<file path="config.mk">
export PLATFORM = sky130hd
export DESIGN_NAME = note_tone_gen
export DESIGN_NICKNAME = d
export VERILOG_FILES = /design/src/rtl/note_pkg.sv /design/src/rtl/env_tick_gen.sv /design/src/rtl/note_tone_gen.sv
export SDC_FILE = /design/constraint.sdc
export NUM_CORES = 1
export LEC_CHECK = 0
export BUFFER_PORTS_ARGS = -buffer_cell sky130_fd_sc_hd__clkbuf_2
export CORE_ASPECT_RATIO = 1.1
export CORE_MARGIN = 4
export CORE_UTILIZATION = 40
export CTS_BUF_LIST = sky130_fd_sc_hd__clkbuf_4
export DETAILED_ROUTE_END_ITERATION = 8
export GPL_ROUTABILITY_DRIVEN = 1
export PLACE_DENSITY = 0.66
export SLEW_MARGIN = 20
export SYNTH_ARGS = -nofsm -noshare
export SYNTH_HDL_FRONTEND = slang
export SYNTH_SLANG_ARGS = --single-unit
</file>
<file path="constraint.sdc">
create_clock -name clk -period 2.8 [get_ports clk]
set_input_delay 0.56 -clock clk [delete_from_list [all_inputs] [get_ports clk]]
set_output_delay 0.56 -clock clk [all_outputs]
set_load 0.1 [all_outputs]
</file>
<file path="src/rtl/note_pkg.sv">
// Shared note definitions for the tone generator and the mic-side recognizer.
// Holds the 100x frequency table, the half-period helper and the player FSM states.
package note_pkg;

    typedef logic [3:0] note_idx_t;

    typedef enum logic [3:0] {
        N_E, N_F, N_FS, N_G, N_GS, N_A, N_AS, N_B, N_C, N_CS, N_D, N_DS
    } note_name_t;

    localparam int NUM_NOTES = 12;

    localparam int FREQ_100 [NUM_NOTES] = '{
        8241, 8731, 9250, 9800, 10383, 11000,
        11654, 12347, 13081, 13859, 14683, 15556
    };

    typedef enum logic [1:0] {IDLE, ATTACK, SUSTAIN, RELEASE} state_t;

    // Clock cycles per half period of the base-octave note (frequency is stored x100).
    function automatic logic [19:0] half_period(input int clk_mhz, input int idx);
        longint num;
        longint den;
        num = longint'(clk_mhz) * 64'sd100_000_000;
        den = 2 * longint'(FREQ_100[idx]);
        return 20'(num / den);
    endfunction

endpackage

</file>
<file path="src/rtl/env_tick_gen.sv">
// 1 ms tick for the envelope: o_tick is combinational, high in the last cycle of each ms.
// Counts only while i_en; i_clr restarts the millisecond synchronously. No backpressure.
module env_tick_gen #(
    parameter int CLK_MHZ = 50
) (
    input  logic clk,
    input  logic rst,
    input  logic i_en,
    input  logic i_clr,
    output logic o_tick
);

    localparam int TICK_MAX = CLK_MHZ * 1000 - 1;
    localparam int W        = $clog2(CLK_MHZ * 1000);

    logic [W-1:0] r_cnt;
    logic         w_wrap;

    assign w_wrap = (r_cnt == W'(TICK_MAX));
    assign o_tick = i_en && !i_clr && w_wrap;

    always_ff @(posedge clk) begin
        if (rst || i_clr) begin
            r_cnt <= '0;
        end else if (i_en) begin
            r_cnt <= w_wrap ? '0 : r_cnt + 1'b1;
        end
    end

endmodule

</file>
<file path="src/rtl/note_tone_gen.sv">
// Square-wave note player with linear attack/sustain/release envelope on a signed 16-bit output.
// Sound is registered (1-cycle latency after amp/sign); note_ready is low for the whole note.
module note_tone_gen
    import note_pkg::*;
#(
    parameter int clk_mhz  = 50,
    parameter int amp_max  = 8192,
    parameter int env_step = 1024
) (
    input  logic        clk,
    input  logic        rst,
    input  logic        note_valid,
    output logic        note_ready,
    input  logic [3:0]  note_idx,
    input  logic [1:0]  octave,
    input  logic [9:0]  duration_ms,
    input  logic        stop,
    output logic [15:0] sound,
    output logic        busy,
    output logic        done,
    output logic        bad_note
);

    state_t      r_state;
    state_t      w_state_nxt;
    logic [15:0] r_amp;
    logic [15:0] w_amp_nxt;
    logic        r_done;
    logic        w_done_nxt;
    logic        r_bad;
    logic [15:0] r_sound;
    logic [19:0] r_half;
    logic [19:0] r_phase;
    logic        r_sign;
    logic [9:0]  r_dur;
    logic [9:0]  r_ms;

    logic        w_accept;
    logic        w_valid_idx;
    logic        w_load;
    logic        w_tick;
    logic        w_release_req;
    logic [1:0]  w_shift;
    logic [16:0] w_amp_up;
    logic [19:0] w_half_sel;
    logic [19:0] w_half_tbl [NUM_NOTES];

    for (genvar g = 0; g < NUM_NOTES; g++) begin : g_half
        assign w_half_tbl[g] = half_period(clk_mhz, g);
    end

    always_comb begin
        w_half_sel = '0;
        for (int i = 0; i < NUM_NOTES; i++) begin
            if (note_idx == 4'(i)) w_half_sel = w_half_tbl[i];
        end
    end

    assign note_ready    = (r_state == IDLE);
    assign busy          = (r_state != IDLE);
    assign done          = r_done;
    assign bad_note      = r_bad;
    assign sound         = r_sound;
    assign w_accept      = note_valid && note_ready;
    assign w_valid_idx   = (note_idx < 4'(NUM_NOTES));
    assign w_load        = w_accept && w_valid_idx;
    assign w_shift       = (octave == 2'd3) ? 2'd2 : octave;
    assign w_release_req = (r_ms == r_dur) || stop;
    assign w_amp_up      = {1'b0, r_amp} + 17'(env_step);

    env_tick_gen #(
        .CLK_MHZ (clk_mhz)
    ) u_tick (
        .clk    (clk),
        .rst    (rst),
        .i_en   (r_state != IDLE),
        .i_clr  (w_load),
        .o_tick (w_tick)
    );

    always_comb begin
        w_state_nxt = r_state;
        w_amp_nxt   = r_amp;
        w_done_nxt  = 1'b0;
        case (r_state)
            IDLE: begin
                if (w_load) begin
                    w_state_nxt = ATTACK;
                    w_amp_nxt   = '0;
                end
            end
            ATTACK: begin
                // Release takes priority over a coincident envelope tick.
                if (w_release_req) begin
                    w_state_nxt = RELEASE;
                end else begin
                    if (w_tick) begin
                        w_amp_nxt = (w_amp_up >= 17'(amp_max)) ? 16'(amp_max) : w_amp_up[15:0];
                    end
                    if (r_amp == 16'(amp_max)) w_state_nxt = SUSTAIN;
                end
            end
            SUSTAIN: begin
                if (w_release_req) w_state_nxt = RELEASE;
            end
            RELEASE: begin
                if (r_amp == '0) begin
                    w_state_nxt = IDLE;
                    w_done_nxt  = 1'b1;
                end else if (w_tick) begin
                    w_amp_nxt = (r_amp <= 16'(env_step)) ? '0 : r_amp - 16'(env_step);
                end
            end
            default: w_state_nxt = IDLE;
        endcase
    end

    always_ff @(posedge clk) begin
        if (rst) begin
            r_state <= IDLE;
            r_amp   <= '0;
            r_done  <= 1'b0;
            r_bad   <= 1'b0;
        end else begin
            r_state <= w_state_nxt;
            r_amp   <= w_amp_nxt;
            r_done  <= w_done_nxt;
            r_bad   <= w_accept && !w_valid_idx;
        end
    end

    always_ff @(posedge clk) begin
        if (rst) begin
            r_sound <= '0;
            r_half  <= '0;
            r_phase <= '0;
            r_sign  <= 1'b0;
            r_dur   <= '0;
            r_ms    <= '0;
        end else begin
            r_sound <= (r_state == IDLE) ? '0 : (r_sign ? r_amp : -r_amp);
            if (w_load) begin
                r_half  <= w_half_sel >> w_shift;
                r_dur   <= duration_ms;
                r_phase <= '0;
                r_sign  <= 1'b1;
                r_ms    <= '0;
            end else if (r_state != IDLE) begin
                if (r_phase == r_half - 20'd1) begin
                    r_phase <= '0;
                    r_sign  <= ~r_sign;
                end else begin
                    r_phase <= r_phase + 20'd1;
                end
                if (w_tick) r_ms <= r_ms + 10'd1;
            end
        end
    end

endmodule

</file>
**Word-level counts from Yosys, hierarchy flattened**

Index checks and enable logic that the tools add are counted.

- Output and inout port bits: 20
- Register bits: 113
- Input bits: 20

- Magnitude comparators: 3
- Reductions and logical operators: 23
- Add/sub/neg operators: 7
- Multiplexer cells: 34
- Shifts and indexed selects: 1
- Eq/ne operators: 27
- Bitwise gates (word level): 2

Operator list:

| operator | number |
|---|---|
| $mux W20 | 12 |
| $mux W16 | 9 |
| $pmux W16 S3 | 1 |
| $add A20 B1 Y20 const B | 1 |
| $eq A20 B20 Y1 | 1 |
| $shr A20 B2 Y20 | 1 |
| $sub A20 B1 Y20 const B | 1 |
| $mux W19 | 1 |
| $add A16 B11 Y17 const B | 1 |
| $ge A17 B14 Y1 const B | 1 |
| $add A16 B1 Y16 const B | 1 |
| $eq A16 B14 Y1 const B | 1 |
| $eq A16 B16 Y1 const B | 1 |
| $eq A4 B3 Y1 const B | 4 |
| $eq A4 B4 Y1 const B | 4 |
| $le A16 B11 Y1 const B | 1 |
| $logic_not A16 Y1 | 1 |
| $neg A16 Y16 | 1 |
| $sub A16 B11 Y16 const B | 1 |
| $mux W2 | 6 |
| $add A10 B1 Y10 const B | 1 |
| $eq A10 B10 Y1 | 1 |
| $eq A4 B2 Y1 const B | 2 |
| $ne A2 B2 Y1 const B | 4 |
| 20 further kinds | 39 |

**Depth between registers and ports, before layout**

- Word-level depth: 14
- Mapped depth: 10

**By module**

A second synthesis with hierarchy kept.

- Cell total of the unflattened synthesis: 780
- Area, all modules: 5,983.2 um2

By module, submodules not included:

| module | cells each | seq. area each (um2) | times used | area each (um2) |
|---|---|---|---|---|
| note_tone_gen | 697 | 1,521.5 | 1 | 5,205.0 |
| env_tick_gen | 83 | 320.3 | 1 | 778.2 |

**Worst setup path after synthesis**

OpenSTA, ideal clock, no wires.

- Path type: register to register
- Start point: register r_state[0]
- End point: register r_amp[12]
- Buffers on the path: 1
- Period minus slack after synthesis: 3.221 ns
- Stages on the path, launching flop included: 9
- Arrival: 3.102 ns
- Required time: 2.681 ns
- Setup time: 0.119 ns
- Path slack: -0.421 ns
- Cells stage by stage: dfxtp_1 > inv_1 > ha_1 > inv_1 > o21ai_0 > a211o_1 > clkbuf_1 > nor2_1 > o221a_2

- Longest elaborated chain between the ends: 8
- Elaborated cells between the ends (all ways): 17
- Those cells by class: eq/ne: 7; mux: 1; reduce/logical: 9

RTL lines:

| what | line | RTL |
|---|---|---|
| start, declared | note_tone_gen.sv:24 | `state_t r_state;` |
| start signal, assigned | note_tone_gen.sv:125 | `r_state <= w_state_nxt;` |
| $logic_not A2 Y1 (*) | note_tone_gen.sv:59 | `assign note_ready = (r_state == IDLE);` |
| via note_ready | note_tone_gen.sv:13 | `output logic note_ready,` |
| $logic_and A1 B1 Y1 | note_tone_gen.sv:64 | `assign w_accept = note_valid && note_ready;` |
| $logic_and A1 B1 Y1 | note_tone_gen.sv:66 | `assign w_load = w_accept && w_valid_idx;` |
| $logic_not A1 Y1 | env_tick_gen.sv:20 | `assign o_tick = i_en && !i_clr && w_wrap;` |
| $logic_and A1 B1 Y1 (2 in series) | env_tick_gen.sv:20 |  |
| $ne A2 B1 Y1 (no source line) | n/a |  |
| $reduce_and A6 Y1 (no source line) | n/a |  |
| end signal, assigned | note_tone_gen.sv:126 | `r_amp <= w_amp_nxt;` |
| end, declared | note_tone_gen.sv:26 | `logic [15:0] r_amp;` |

Mark *: on every way through the listed nets, which the timed path passes. The rest lies on a longest branch.
A chain may end at the register's enable or synchronous reset.

**Worst setup path after layout**

- Start point: register r_half[3]
- End point: register r_phase[17]

- Longest elaborated chain between the ends: 3

RTL lines:

| what | line | RTL |
|---|---|---|
| start, declared | note_tone_gen.sv:32 | `logic [19:0] r_half;` |
| start signal, assigned | note_tone_gen.sv:143 | `r_half <= w_half_sel >> w_shift;` |
| $sub A20 B1 Y20 | note_tone_gen.sv:149 | `if (r_phase == r_half - 20'd1) begin` |
| $eq A20 B20 Y1 | note_tone_gen.sv:149 |  |
| $mux W20 | note_tone_gen.sv:149 |  |
| end signal, assigned | note_tone_gen.sv:153 | `r_phase <= r_phase + 20'd1;` |
| end, declared | note_tone_gen.sv:33 | `logic [19:0] r_phase;` |

Every way passes these cells.

==> flow_summary.ini <==
[outcome]
status = finished with violations
violations = setup timing

[worst_setup_path]
rr_worst_depth = 10
r2r-start = r_half[3]
crit_fanout = 8
cpPeakStageDelay_ns = 0.53
cp_slowest_cell = or4_4
crit_type = flop to flop
arrival_ns = 3.16
crit_chain = or4_4 -> or4b_4 -> a21oi_4 -> nor4b_4 -> a211o_1 -> buf_6 -> nor4_4 -> buf_4 -> clkbuf_16 -> nor3_2
required_ns = 3.16
r2r_end = r_phase[17]
rrSetupSlack_ns = -0.002
start_kind = flop
end_kind = flop

[timing]
rsz0062_at_grt = true
final_max_slew_viol_count = 0
fin_tns_setup_ns = -0.00295
worst_slack_ns = -0.00192
hold_viol_final = 0
slew_headroom_pct = 59.1
tightest_slew_ns = 0.607
fin_crit_sh_pct = 100
final.setup_skew_ns = 0.0198
setup_violations = 2
clock.fmax_ghz = 0.357
period_minus_slack_ns = 2.80

[synthesis]
synth_edf_count = 0
synthCells = 794
synth-main-ff-cell = dfxtp_1
ys_warn_count = 0
async_flop_share_pct = 0
syn_area_mm2 = 0.00606
synth.distinct_cells = 72
avgSynthCellArea_um2 = 7.63
ys_ff_latch = 92
yosysSeqAreaShare_pct = 30.4

[global_routing]
grt_start_max_net_pins = 39
grt_pass1_vias = 5077
grt_pass1_wl_mm = 24.7
antenna_found_initial = 0
grt_usage_pct = 17.2
gr-total-overflow = 0

[place]
dp_hpwl_mm = 10.7
dp_slack_ns = 0.0912
gp_congestion = 0.906
io_buffers = 29

[route]
drt_iter0_markers = 283
routedWlPerCell_um = 14.5
ant_nets = 0
firstDrtPassIters = 5
drc = 0
drt-total-wl_mm = 14.8
vias = 5619
vias_per_cell = 5.53

[pwr]
power_density_mw_per_mm2 = 643
pwr-share-clk_pct = 16.9
power_switching_mw = 1.88
power.leakage_nw = 2.58
power_mw = 4.36
p_int_mw = 2.49
power.share.switching_pct = 43.0
combPwrFrac_pct = 46.8
power_frac_seq_pct = 36.3
peakVddDrop_v = 0.000378

[worst_hold_path]
hp-start = duration_ms[2]
holdPathEnd = r_dur[2]
holdPathStages = 3
hold_path_class = input port to flop

[final_layout]
register_area_mm2 = 0.00185
nFillCells = 1542
multi_input_area_mm2 = 0.00396
drive_above_1_share_pct = 16.0
nets = 852
antennaDiodeCount = 0
mostFrequentLayoutCells = nor2_1, dfxtp_1, nand2_1, a21oi_1, xor2_1
area_growth_pct = 11.9
final_common_cell = nor2_1

[clock_network]
hold_buffers = 0
root_buffer = clkbuf_4
htree_levels = 3
path_clk_slew_ns = 0.14
clkSinkCount = 92
clock_latency_ns = 0.46
cts_tree = done
cts_buffers = 9
cts_buffer_depth = 2

[flow_run]
maxCapViolations = 0

[floorplan]
core_area_mm2 = 0.0146
die_w_um = 125
die_h_um = 137
rows = 46
initial_core_util_pct = 41.4
dieArea_mm2 = 0.0172
io_pins = 40
## logic make-up (layout without fill, tap and decap cells)
logic type               count (synthesis)  in the layout  synth area share (%)
other                                    1             10                0.0619
AND/OR/NAND/NOR                        348            348                  30.4
AO/OA/AOI/OAI                          174            174                  18.5
adder cells (fa/ha/maj)                 12             12                  2.48
buffers and inverters                   85            107                  6.28
XOR/XNOR                                76             76                  11.0
flip-flops                              92             92                  30.4
multiplexers                             6              6                 0.991
## metal layers
metal | up-vias | share of wire [%] | GRT usage (%)
met2 | 137 | 46 | 27.5
met3 | 29 | 4.0 | 3.01
met5 | - | 0 | 0
li1 | 2867 | - | -
met1 | 2586 | 48 | 23.6
met4 | 0 | 2.3 | 5.90
## cells in the mapped netlist, types with 18 or more instances
cell type	count	share of area, %
nor2_1	103	6.4
dfxtp_1	92	30
nand2_1	77	4.8
a21oi_1	57	4.7
xor2_1	46	6.6
clkbuf_1	42	2.6
o21ai_0	36	3.0
nor3_1	31	2.6
xnor2_1	30	4.3
nand3_1	25	2.1
inv_1	18	1.1
## worst max-delay path, delay by kind of cell, from the launching register on
family / cells / cell delay [ns]
DFF: 1 / 0.37
AOI/OAI and AO/OA: 2 / 0.44
and+or+nand+nor: 5 / 1.41
buffers and inverters: 3 / 0.48
## state kept, by name, indices dropped and copies added, names as in the netlist
signal and count:
sound 6, r_ms 10, r_half 19, r_amp 6, r_phase 20, done 1
r_sign 1, r_state 2, r_dur 10, u_tick.r_cnt 16, bad_note 1
## power by group through the flow
stage	Clock (mW)	Combinational (mW)	Sequential [mW]
floorplan	0	1.45	1.62
global placement	0	1.97	1.60
detailed placement	0	1.99	1.61
CTS	0.778	1.99	1.58
global route	0.823	2.25	1.60
finish	0.738	2.04	1.58
## area by class of cell
type                       instances  area share [%]
inverter                          19            1.05
clock buffer                      10            1.11
multi-input combinational        626            58.4
timing repair buffer              72            7.58
sequential                        92            27.3
clock inverter                     6           0.941
tap                              192            3.54
## how the worst max path moves through the flow
| stage | startpoint | to | cells after the start |
|---|---|---|---|
| 2_1_floorplan | r_state[0] | r_amp[14] | 7 |
| 3_3_place_gp | r_half[0] | r_phase[6] | 9 |
| 3_5_place_dp | r_half[0] | r_phase[10] | 9 |
| 4_1_cts | r_half[0] | r_phase[4] | 9 |
| 5_1_grt | r_half[3] | r_phase[15] | 10 |
| 6_report | r_half[3] | r_phase[17] | 10 |
## timing repair
item,4_1_cts,5_1_grt
endpoints found under the setup margin,0,21
setup buffers,0,3
gates resized for setup,0,24
## metrics by stage
stage               instance area (um2)  hold slack [ns]  instances  utilization, %
floorplan                          6100            0.448        803               -
global placement                   6490            0.460        997            44.4
detailed placement                 6490            0.461        997            44.4
CTS                                6630            0.252       1013            45.4
global route                       6780            0.272       1017            46.4
finish                             6780            0.300       1017            46.4
Note: power is estimated with default switching activity, not from simulation.
